==> src/rtl/initval_arb_pkg.sv <==
// initval_arb_pkg
//   Shared types and helpers for the initval_arb round-robin arbiter.
//   - state_t        : arbiter FSM states (two-bit encoding)
//   - LAST_SEL_INIT  : value of last_sel out of reset / power-on, so that
//                      requester 0 wins the first contest
//   - rr_win()       : two-way round-robin winner selection
package initval_arb_pkg;

  typedef enum logic [1:0] {
    IDLE    = 2'd0,
    GRANT   = 2'd1,
    RELEASE = 2'd2
  } state_t;

  localparam logic LAST_SEL_INIT = 1'b1;

  // A lone requester always wins; on a tie the requester that did not
  // win last time gets the grant.
  function automatic logic rr_win(input logic [1:0] req, input logic last_sel);
    if (req == 2'b11) begin
      return ~last_sel;
    end
    return req[1];
  endfunction

endpackage

==> src/rtl/initval_arb_pick.sv <==
// rr_pick2
//   Combinational two-way round-robin picker.
//   Ports:
//     req      in  2  request vector
//     last_sel in  1  index of the previous winner
//     win      out 1  index of the winner (meaningful when valid)
//     valid    out 1  at least one request present
module rr_pick2
  import initval_arb_pkg::*;
(
  input  logic [1:0] req,
  input  logic       last_sel,
  output logic       win,
  output logic       valid
);

  assign win   = rr_win(req, last_sel);
  assign valid = |req;

endmodule

==> src/rtl/initval_arb.sv <==
// initval_arb
//   Two-requester round-robin arbiter owning the shared result register foo.
//   The upper half of foo is registered from the granted requester's data on
//   every GRANT cycle; the lower half is a combinational pass-through of the
//   granted data and reads zero whenever no grant is active.
//   Every grant is followed by one RELEASE cycle, so grants are never
//   back-to-back. State registers carry declared initial values equal to
//   their reset values, making power-on and post-reset behaviour identical.
//   Ports:
//     clk      in  1  clock, all state updates on posedge
//     rst      in  1  synchronous reset, active-high
//     req      in  2  level request per requester
//     data0    in  W  requester 0 data
//     data1    in  W  requester 1 data
//     gnt      out 2  one-hot grant (registered)
//     busy     out 1  high whenever the arbiter is not IDLE
//     last_sel out 1  index of the most recent grant winner
//     foo      out W  shared result: [W-1:H] registered, [H-1:0] combinational
module initval_arb
  import initval_arb_pkg::*;
#(
  parameter int W    = 4,
  parameter int HOLD = 2
) (
  input  logic         clk,
  input  logic         rst,
  input  logic [1:0]   req,
  input  logic [W-1:0] data0,
  input  logic [W-1:0] data1,
  output logic [1:0]   gnt,
  output logic         busy,
  output logic         last_sel,
  output logic [W-1:0] foo
);

  localparam int H     = W / 2;
  localparam int CNT_W = (HOLD > 1) ? $clog2(HOLD) : 1;
  localparam logic [CNT_W-1:0] CNT_LOAD = CNT_W'(HOLD - 1);
  localparam logic [CNT_W-1:0] CNT_ONE  = CNT_W'(1);

  state_t           state_q = IDLE;
  logic [1:0]       gnt_q   = 2'b00;
  logic [CNT_W-1:0] cnt_q   = '0;
  logic             last_q  = LAST_SEL_INIT;
  logic [W-1:H]     hi_q    = '0;

  state_t           state_d;
  logic [1:0]       gnt_d;
  logic [CNT_W-1:0] cnt_d;
  logic             last_d;
  logic [W-1:H]     hi_d;

  logic             win;
  logic             valid;
  logic [W-1:0]     data_sel;
  logic             gnt_req;

  rr_pick2 u_pick (
    .req      (req),
    .last_sel (last_q),
    .win      (win),
    .valid    (valid)
  );

  assign data_sel = gnt_q[1] ? data1 : data0;
  // Granted requester is still asking for the bus.
  assign gnt_req  = |(gnt_q & req);

  // Next-state logic
  always_comb begin
    state_d = state_q;
    gnt_d   = gnt_q;
    cnt_d   = cnt_q;
    last_d  = last_q;
    hi_d    = hi_q;
    unique case (state_q)
      IDLE: begin
        if (valid) begin
          state_d = GRANT;
          gnt_d   = win ? 2'b10 : 2'b01;
          last_d  = win;
          cnt_d   = CNT_LOAD;
        end
      end
      GRANT: begin
        hi_d = data_sel[W-1:H];
        if ((cnt_q == '0) || !gnt_req) begin
          state_d = RELEASE;
          gnt_d   = 2'b00;
        end else begin
          cnt_d = cnt_q - CNT_ONE;
        end
      end
      RELEASE: begin
        state_d = IDLE;
      end
      default: begin
        state_d = IDLE;
        gnt_d   = 2'b00;
      end
    endcase
  end

  // State register
  always_ff @(posedge clk) begin
    if (rst) begin
      state_q <= IDLE;
      gnt_q   <= 2'b00;
      cnt_q   <= '0;
      last_q  <= LAST_SEL_INIT;
      hi_q    <= '0;
    end else begin
      state_q <= state_d;
      gnt_q   <= gnt_d;
      cnt_q   <= cnt_d;
      last_q  <= last_d;
      hi_q    <= hi_d;
    end
  end

  // Outputs
  always_comb begin
    busy     = (state_q != IDLE);
    gnt      = gnt_q;
    last_sel = last_q;
    foo      = {hi_q, (gnt_q != 2'b00) ? data_sel[H-1:0] : {H{1'b0}}};
  end

  a_gnt_onehot: assert property (@(posedge clk) $onehot0(gnt_q));
  a_lo_zero:    assert property (@(posedge clk) (gnt_q == 2'b00) |-> (foo[H-1:0] == {H{1'b0}}));
  a_lo_pass:    assert property (@(posedge clk) (state_q == GRANT) |-> (foo[H-1:0] == data_sel[H-1:0]));
  a_busy:       assert property (@(posedge clk) busy == (state_q != IDLE));

endmodule

==> config.mk <==
export PLATFORM = sky130hd
export DESIGN_NAME = initval_arb
export DESIGN_NICKNAME = d
export VERILOG_FILES = /design/src/rtl/initval_arb_pkg.sv /design/src/rtl/initval_arb_pick.sv /design/src/rtl/initval_arb.sv
export SDC_FILE = /design/constraint.sdc
export NUM_CORES = 1
export LEC_CHECK = 0
export CORE_MARGIN = 2
export CORE_UTILIZATION = 25
export CTS_BUF_LIST = sky130_fd_sc_hd__clkbuf_8 sky130_fd_sc_hd__clkbuf_16
export DETAILED_ROUTE_END_ITERATION = 10
export GPL_TIMING_DRIVEN = 1
export PLACE_DENSITY = 0.54
export SETUP_SLACK_MARGIN = 0.4
export SYNTH_ARGS = -nofsm -noshare
export SYNTH_HDL_FRONTEND = slang
export SYNTH_SLANG_ARGS = --single-unit
==> constraint.sdc <==
create_clock -name clk -period 2 [get_ports clk]
set_input_delay 0.4 -clock clk [delete_from_list [all_inputs] [get_ports clk]]
set_output_delay 0.4 -clock clk [all_outputs]
set_load 0.01 [all_outputs]
Yosys cells after proc, flatten, opt, wreduce, memory -nomap -nowiden:

Index checks and enable logic that the tools add are counted.

* register bits: 8
* logic and storage cells: 43

* add/subtract/negate cells: 1
* equal/unequal tests: 6
* multiplexer cells: 15
* bitwise gates (word level): 4
* reductions and logical operators: 12

Operators by type and width (count)
* 2-bit 2-to-1 mux: 6
* 2-bit one-hot mux with 3 select lines: 1
* 3-bit AND reduction: 2
* 2-bit nonzero test: 3
* 1-bit 2-to-1 mux: 5
* 2-bit == test (second input constant): 2
* 4-bit 2-to-1 mux: 1
* 2-bit != test (second input constant): 2
* 2-bit one-hot mux with 2 select lines: 1
* 2-bit AND reduction: 2
* 2-bit OR reduction: 2
* 1-bit NOT: 3
* 2-bit AND: 1
* 2-bit by 1-bit == test with 1-bit output (second input constant): 1
* 2-bit zero test: 1
* 2-bit by 1-bit != test with 1-bit output (second input constant): 1
* 1-bit one-hot mux with 2 select lines: 1
* 1-bit zero test: 1
* 1-bit logical OR: 1
* 1-bit subtractor (second input constant): 1

Depth between registers and ports, before layout:

Gate-level depths: netlist (run 1).

* word-level depth: 6
* mapped depth: 4
* gate-level depth less buffers: 3

Modules after synthesis:

A second synthesis (run 1) with hierarchy kept.

* cells, all modules: 43
* area, all modules: 412.9 µm²

Modules (own cells, without submodules)
* initval_arb: times used 1, cells each 41, area each 399.1 µm², sequential area each 160.2 µm²
* rr_pick2: times used 1, cells each 2, area each 13.8 µm², sequential area each 0.0 µm²

Least setup slack after synthesis (run 1):

Ideal clock, no wire load.

* path type: register -> output
* from: register gnt_q[1] (netlist: gnt[1])
* to: output foo[0]
* arrival time: 0.952 ns
* slack: 0.648 ns
* cell stages (with the launch flop): 4
* path buffers: 1
* cell sequence: dfxtp_1 -> buf_6 -> and2b_2 -> a22o_2

* longest elaborated chain between the ends: 2
* elaborated cells between the ends (all ways): 3
* classes of those cells: mux (2); reduce/logical (1)

Ends and longest elaborated chain
* start, declared: line initval_arb.sv:42 `logic [1:0] gnt_q = 2'b00;`
* start signal, assigned: line initval_arb.sv:114 `gnt_q <= gnt_d;`
* 4-bit 2-to-1 mux / 2-bit nonzero test (equally long branches): line initval_arb.sv:65, initval_arb.sv:126
* 2-bit 2-to-1 mux *: line initval_arb.sv:126 `foo = {hi_q, (gnt_q != 2'b00) ? data_sel[H-1:0] : {H{1'b0}}};`
* end, declared: line initval_arb.sv:33 `output logic [W-1:0] foo`

Mark *: on every way between the ends. The rest lies on a longest branch, timed or not.

Worst setup path in the final report (run 1):

* from: input data1[0]
* to: output foo[0]

* longest elaborated chain between the ends: 2

Ends and longest elaborated chain
* start, declared: line initval_arb.sv:29 `input logic [W-1:0] data1,`
* 4-bit 2-to-1 mux: line initval_arb.sv:65 `assign data_sel = gnt_q[1] ? data1 : data0;`
* 2-bit 2-to-1 mux: line initval_arb.sv:126

Every way passes these cells.

==> metrics, run 1 <==
reg2reg start state_q[0]$_SDFFE_PP0P_; Gate Count Post-Synth 43; leakage power approximately 0.28 nW; vias in the first global route 370; Area Overhead vs Synth 56.8%; First-pass DRT Iterations 4; Synth Cell Area approximately 430 um2; Iter 0 DRT Violations 7; setup TNS 0 ns; power per cell area 746 nW/um2; Residual DRC 0; Sink Count 8; GR Overflow Total 0; H-tree level count 1; TritonCTS clock tree built; I/O Pins 20; Worst setup SP type input pin; period utilization 78.6%; nets 77; Setup crit end kind output pin; Root Driver clkbuf_8; CTS Hold Bufs 0; final slew viol count 0; reg2reg setup slack 0.79 ns; Crit Path Category input pin to output pin; initial antenna violation count 0; Final min period 1.57 ns; ant diodes 0; die area 2090 um2; Core Box Area 1670 um2; Relative slew margins between 60% and 70%; Syn Area/Cell 10.1 um2; RR Endpoint gnt[0]$_SDFFE_PP0P_; Peak VDD IR 0.395 mV; MaxCap Viol Count 0; largest net degree at the start of global routing 10; RSZ-0062 raised after global routing false; I/O Buffers 19; Hold Crit Depth 1; filler cell count about 170; status completed; multi-input logic area approximately 250 um2; Num CTS Buffers 3; Post-Syn Nets between 50 and 60; flops & latches, synth 8; min-delay worst type register to register; first-pass GRT wire length 1520 um; Worst EP arrival about 1.2 ns; drt wl/cell 11.5 um; Seq/Total Area, Yosys a little under two fifths; Die Ht 45.7 um; via count 406; Worst-path clk slew 0.04 ns; Global Route Usage Sum 10.6%; Worst EP required 1.60 ns; Hold Vio Cnt, Final 0; Finished Core Util around 41%; Via density 5.08; Synth Warn # 0; clock skew 0.00352 ns; routed wire length about 920 um; # setup viols final 0; hold_ws 0.476 ns; Worst-Skew Late Latency between 0.2 and 0.25 ns; Placer Congestion 0.661; clk buf depth 2; Netlist cell types 26; # rows 15; initial cell density of the core 26.0%; crit-path max FO 1; die width 45.7 um; Peak Freq 0.636 GHz; post-route ant nets 0; Worst Hold End state_q[1]$_SDFFE_PP0P_; layout cells sized above 1 a little under a quarter; Register Area 165 um2; worst reg2reg path depth 3; Tightest Pin Transition approximately 0.52 ns; Min-Delay Startpoint state_q[1]$_SDFFE_PP0P_
[kinds of logic (layout without fill, tap and decap cells)]
logic type,count (synthesis),after routing,share of synthesized area [%]
AND/OR/NAND/NOR,12,12,15.9
flip-flops,8,8,36.9
multiplexers,2,2,4.61
AO/OA/AOI/OAI,15,15,35.4
buffers and inverters,6,26,7.20
[stage by stage]
step	setup slack (ns)	instance area (um2)	instances	total power, mW
after floorplan	0.648	434	43	0.263
after global placement	0.0818	633	77	0.325
after detailed placement	0.0775	633	77	0.324
after CTS	0.418	672	80	0.515
after global routing	0.405	681	80	0.540
final	0.428	681	80	0.508
[worst max path at each step]
stage / slack, ns / from / endpoint / cells past startpoint
6_report: 0.43 / data1[0] / foo[0] / 3
5_1_grt: 0.40 / data1[0] / foo[0] / 3
4_1_cts: 0.42 / data1[0] / foo[0] / 3
3_5_place_dp: 0.08 / data1[1] / foo[1] / 3
3_3_place_gp: 0.08 / data1[1] / foo[1] / 3
2_1_floorplan: 0.65 / gnt[1]$_SDFFE_PP0P_ / foo[0] / 3
[power by group]
group          internal (mW)  leakage (nW)  switching, mW
Clock                  0.130        0.0216         0.0592
Combinational         0.0727         0.187         0.0534
Sequential             0.176        0.0672         0.0162
[worst max-delay path: stages]
cell and delay, ns:
clkdlybuf4s50_1 0.40, a22o_2 0.26, buf_6 0.12
[state kept, by name, summed over array words and instances, names as in the netlist]
register	cells
last_sel	1
gnt	2
state_q	2
cnt_q	1
hi_q	2
[cells in the mapped netlist, drive strengths merged]
cell type,count,area (um2)
a2111oi,1,27.5
a211oi,2,15.0
a21oi,2,10.0
a221o,1,10.0
a221oi,1,15.0
a22o,3,37.5
a32oi,1,8.76
and2b,1,8.76
buf,2,16.3
clkbuf,1,3.75
dfxtp,8,160
inv,3,11.3
mux2i,2,20.0
nand2,1,3.75
nand2b,2,12.5
nand3,1,5.00
nand4,1,6.26
nor2,3,13.8
nor2b,3,18.8
o21ai,1,5.00
o21bai,1,7.51
o221ai,1,8.76
o32ai,1,8.76
[cells in the final DEF (no fill, tap or decap), types with 2 or more instances in the layout]
| cell type | instances |
|---|---|
| dfxtp_1 | 6 |
| dlygate4sd2_1 | 2 |
| clkbuf_8 | 3 |
| nand2b_1 | 2 |
| mux2i_1 | 2 |
| a22o_2 | 2 |
| a21oi_1 | 2 |
| nor2_1 | 2 |
| clkdlybuf4s50_1 | 14 |
| a211oi_1 | 2 |
| nor2b_1 | 3 |
| inv_1 | 3 |
[per-layer routing]
layer	share of wire, %	vias to the layer above	global-route usage [%]
met3	11	2	6.75
met4	1.2	0	5.29
met5	0	-	0
met1	44	184	11.3
met2	44	17	16.1
li1	-	203	-
[repair_timing]
item	4_1_cts	5_1_grt
endpoints found under the hold margin	0	0
endpoints found under the setup margin	4	2
gates resized for setup	14	2
cloned	0	0
buffers inserted	0	0
[layout make-up]
class	instances	share of cell area (%)
multi-input combinational	29	36.4
timing repair buffer	20	28.5
sequential	8	24.3
clock buffer	3	6.07
tap	17	3.12
inverter	3	1.65
No activity file was read; power rests on OpenSTA's default activity.
==> run 2, diff against run 1 <==
==> constraint.sdc (replaced) <==
create_clock -name clk -period 1.5 [get_ports clk]
set_input_delay 0.3 -clock clk [delete_from_list [all_inputs] [get_ports clk]]
set_output_delay 0.3 -clock clk [all_outputs]
set_load 0.01 [all_outputs]
==> run 2 against run 1 <==
  * Cell area is 11% higher
  * Die area did not move
  * Clock power rose by 38%
  * Critical path depth unchanged
  * Critical path type unchanged
  * Critical endpoint is now foo[1]
  * Largest cell class unchanged
==> metrics, run 2 (synthesized netlist as in run 1, its figures left out) <==
Worst EP arrival 1.08 ns (-0.09 ns); CTS Hold Bufs 0 (unchanged); most frequent cells in the layout clkdlybuf4s50_1, buf_6, dfxtp_2, buf_4; Area Overhead vs Synth 74.6%; post-route ant nets 0 (unchanged); Worst EP required 1.20 ns (-0.40 ns); TritonCTS clock tree built; Sink Count 8 (unchanged); Relative slew margins 73.1% (+8.1 points); layout cells sized above 1 49.3% (+25 points); Final min period 1.38 ns; Hold Vio Cnt, Final 0 (unchanged); crit path buf inv count 2 (unchanged); status completed; Worst Hold End hi_q[2]$_SDFFE_PP0N_; largest delay contributor family on the critical path buffers and inverters; initial antenna violation count 0 (unchanged); Hold Crit Depth 2 (+1); routed wire length 1060 um (+15%); Setup crit end kind output pin; dpl hpwl 803 um; M3 GR Usage 7.54% (+0.79 points); Worst setup SP type input pin; vias in the first global route 415 (+12%); largest net degree at the start of global routing 9 (-1); Cell Area, Placed 687 um2 (+8.5%); min-delay worst type register to register; worst reg2reg path depth 4 (+1); reg2reg setup slack 0.36 ns (-0.43 ns); nets 85 (+10%); Num CTS Buffers 3 (unchanged); final slew viol count 0 (unchanged); crit-path cells clkdlybuf4s50_1 -> a22o_2 -> buf_6; via count 427 (+5.2%); met2 usage 20.3% (+4.2 points); Root Driver clkbuf_8; ant diodes 0 (unchanged); met1 usage 13.2% (+1.9 points); # rows 15 (unchanged); first-pass GRT wire length 1750 um (+15%); Die Ht 45.7 um (unchanged); clk buf depth 2 (unchanged); initial cell density of the core 26.0% (unchanged); RSZ-0062 raised after global routing true; leakage power 0.314 nW (+14%); reg2reg start gnt[1]$_SDFFE_PP0P_; Placer Congestion 0.676 (+2.2%); drt wl/cell 12.0 um (+4.5%); Worst-path clk slew 0.04 ns (about the same); gr busiest metal met2; # setup viols final 0 (unchanged); Iter 0 DRT Violations 5 (-2); Tightest Pin Transition 0.400 ns (-0.124 ns); First-pass DRT Iterations 2 (-2); die width 45.7 um (unchanged); RR Endpoint gnt[0]$_SDFFE_PP0P_; Peak VDD IR 0.819 mV (+110%); H-tree level count 1 (unchanged); Final Cell Area 758 um2 (+11%); Global Route Usage Sum 12.4% (+1.8 points); Worst-Skew Late Latency 0.23 ns (about the same); crit-path max FO 1 (unchanged); Min-Delay Startpoint hi_q[2]$_SDFFE_PP0N_; Via density 4.85 (-4.4%); Crit Path Category input pin to output pin; GR Overflow Total 0 (unchanged); power per cell area 954 nW/um2 (+28%); Residual DRC 0 (unchanged); I/O Buffers 19 (unchanged); Peak Freq 0.722 GHz; Core Box Area 1670 um2 (unchanged); I/O Pins 20 (unchanged); critical path's slowest cell clkdlybuf4s50_1; Crit path largest cell delay 0.40 ns (about the same); Finished Core Util 45.4% (+4.6 points); die area 2090 um2 (unchanged); MaxCap Viol Count 0 (unchanged); clock skew 0.000584 ns (-0.00294 ns); filler cell count 180 (+5.3%); period utilization between 90% and 100%
[run 2: changes by cell type in the layout (fill, tap and decap cells not counted), moves of 2 or more]
cell             change
buf_6                +7
clkdlybuf4s50_1      -6
buf_4                +4
dfxtp_2              +4
dfxtp_1              -3
buf_2                +2
[run 2: tightest hold or removal path, cell delays in order, from the launching register on]
cell and delay, ns:
dfxtp_1 0.30, nor2_1 0.09, a211oi_1 0.04
[run 2: layer usage]
layer	wire length [um]	vias to the layer above
li1	-	220
met1	444	191
met2	507	14
met3	96	2
met4	8	0
met5	0	-
[run 2: report_power, final]
part	switching (mW)	total (mW)	internal, mW	leakage (nW)
clock network	0.0871	0.261	0.174	0.0216
registers	0.0176	0.255	0.237	0.0673
logic	0.0895	0.208	0.118	0.225
total	0.194	0.723	0.529	0.314
[run 2: timing repair]
| action | 4_1_cts | 5_1_grt |
|---|---|---|
| endpoints found under the hold margin | 0 | 0 |
| pin swaps | 5 | 4 |
| buffers inserted | 1 | 0 |
| setup endpoints to repair | 15 | 14 |
| resized for setup | 42 | 8 |
[run 2: area by class of cell]
class | instances | area [um2] | area share (%)
Inverter | 3 | 11.3 | 1.49
Clock buffer | 3 | 41.3 | 5.45
Multi-Input combinational cell | 29 | 264 | 34.8
Timing Repair Buffer | 28 | 254 | 33.5
Tap cell | 17 | 21.3 | 2.81
Sequential cell | 8 | 166 | 21.9
[run 2: worst max path at each step]
| stage | end | startpoint | cells past startpoint |
|---|---|---|---|
| final | foo[1] | data1[1] | 3 |
| after global routing | foo[0] | gnt[1]$_SDFFE_PP0P_ | 3 |
| after CTS | foo[1] | gnt[1]$_SDFFE_PP0P_ | 3 |
| after detailed placement | foo[1] | data1[1] | 3 |
| after global placement | foo[0] | data1[0] | 3 |
| after floorplan | foo[0] | gnt[1]$_SDFFE_PP0P_ | 3 |
[run 2: stage by stage]
step / std cells / setup slack, ns / hold slack (ns) / total power [mW] / TNS [ns]
final: 88 / 0.115 / 0.487 / 0.723 / 0
after global routing: 88 / 0.0856 / 0.513 / 0.768 / 0
after CTS: 88 / 0.106 / 0.496 / 0.731 / 0
after detailed placement: 84 / -0.233 / 0.490 / 0.453 / -0.471
after global placement: 84 / -0.225 / 0.487 / 0.451 / -0.451
after floorplan: 43 / 0.296 / 0.487 / 0.350 / 0
==> run 3, diff against run 2 <==
--- a/config.mk
+++ b/config.mk
@@ -5,6 +5,7 @@
 export SDC_FILE = /design/constraint.sdc
 export NUM_CORES = 1
 export LEC_CHECK = 0
+export ABC_AREA = 0
 export CORE_MARGIN = 2
 export CORE_UTILIZATION = 25
 export CTS_BUF_LIST = sky130_fd_sc_hd__clkbuf_8 sky130_fd_sc_hd__clkbuf_16
==> results of run 3 <==
No change in the layout: final DEF, timing and power equal those of run 2.
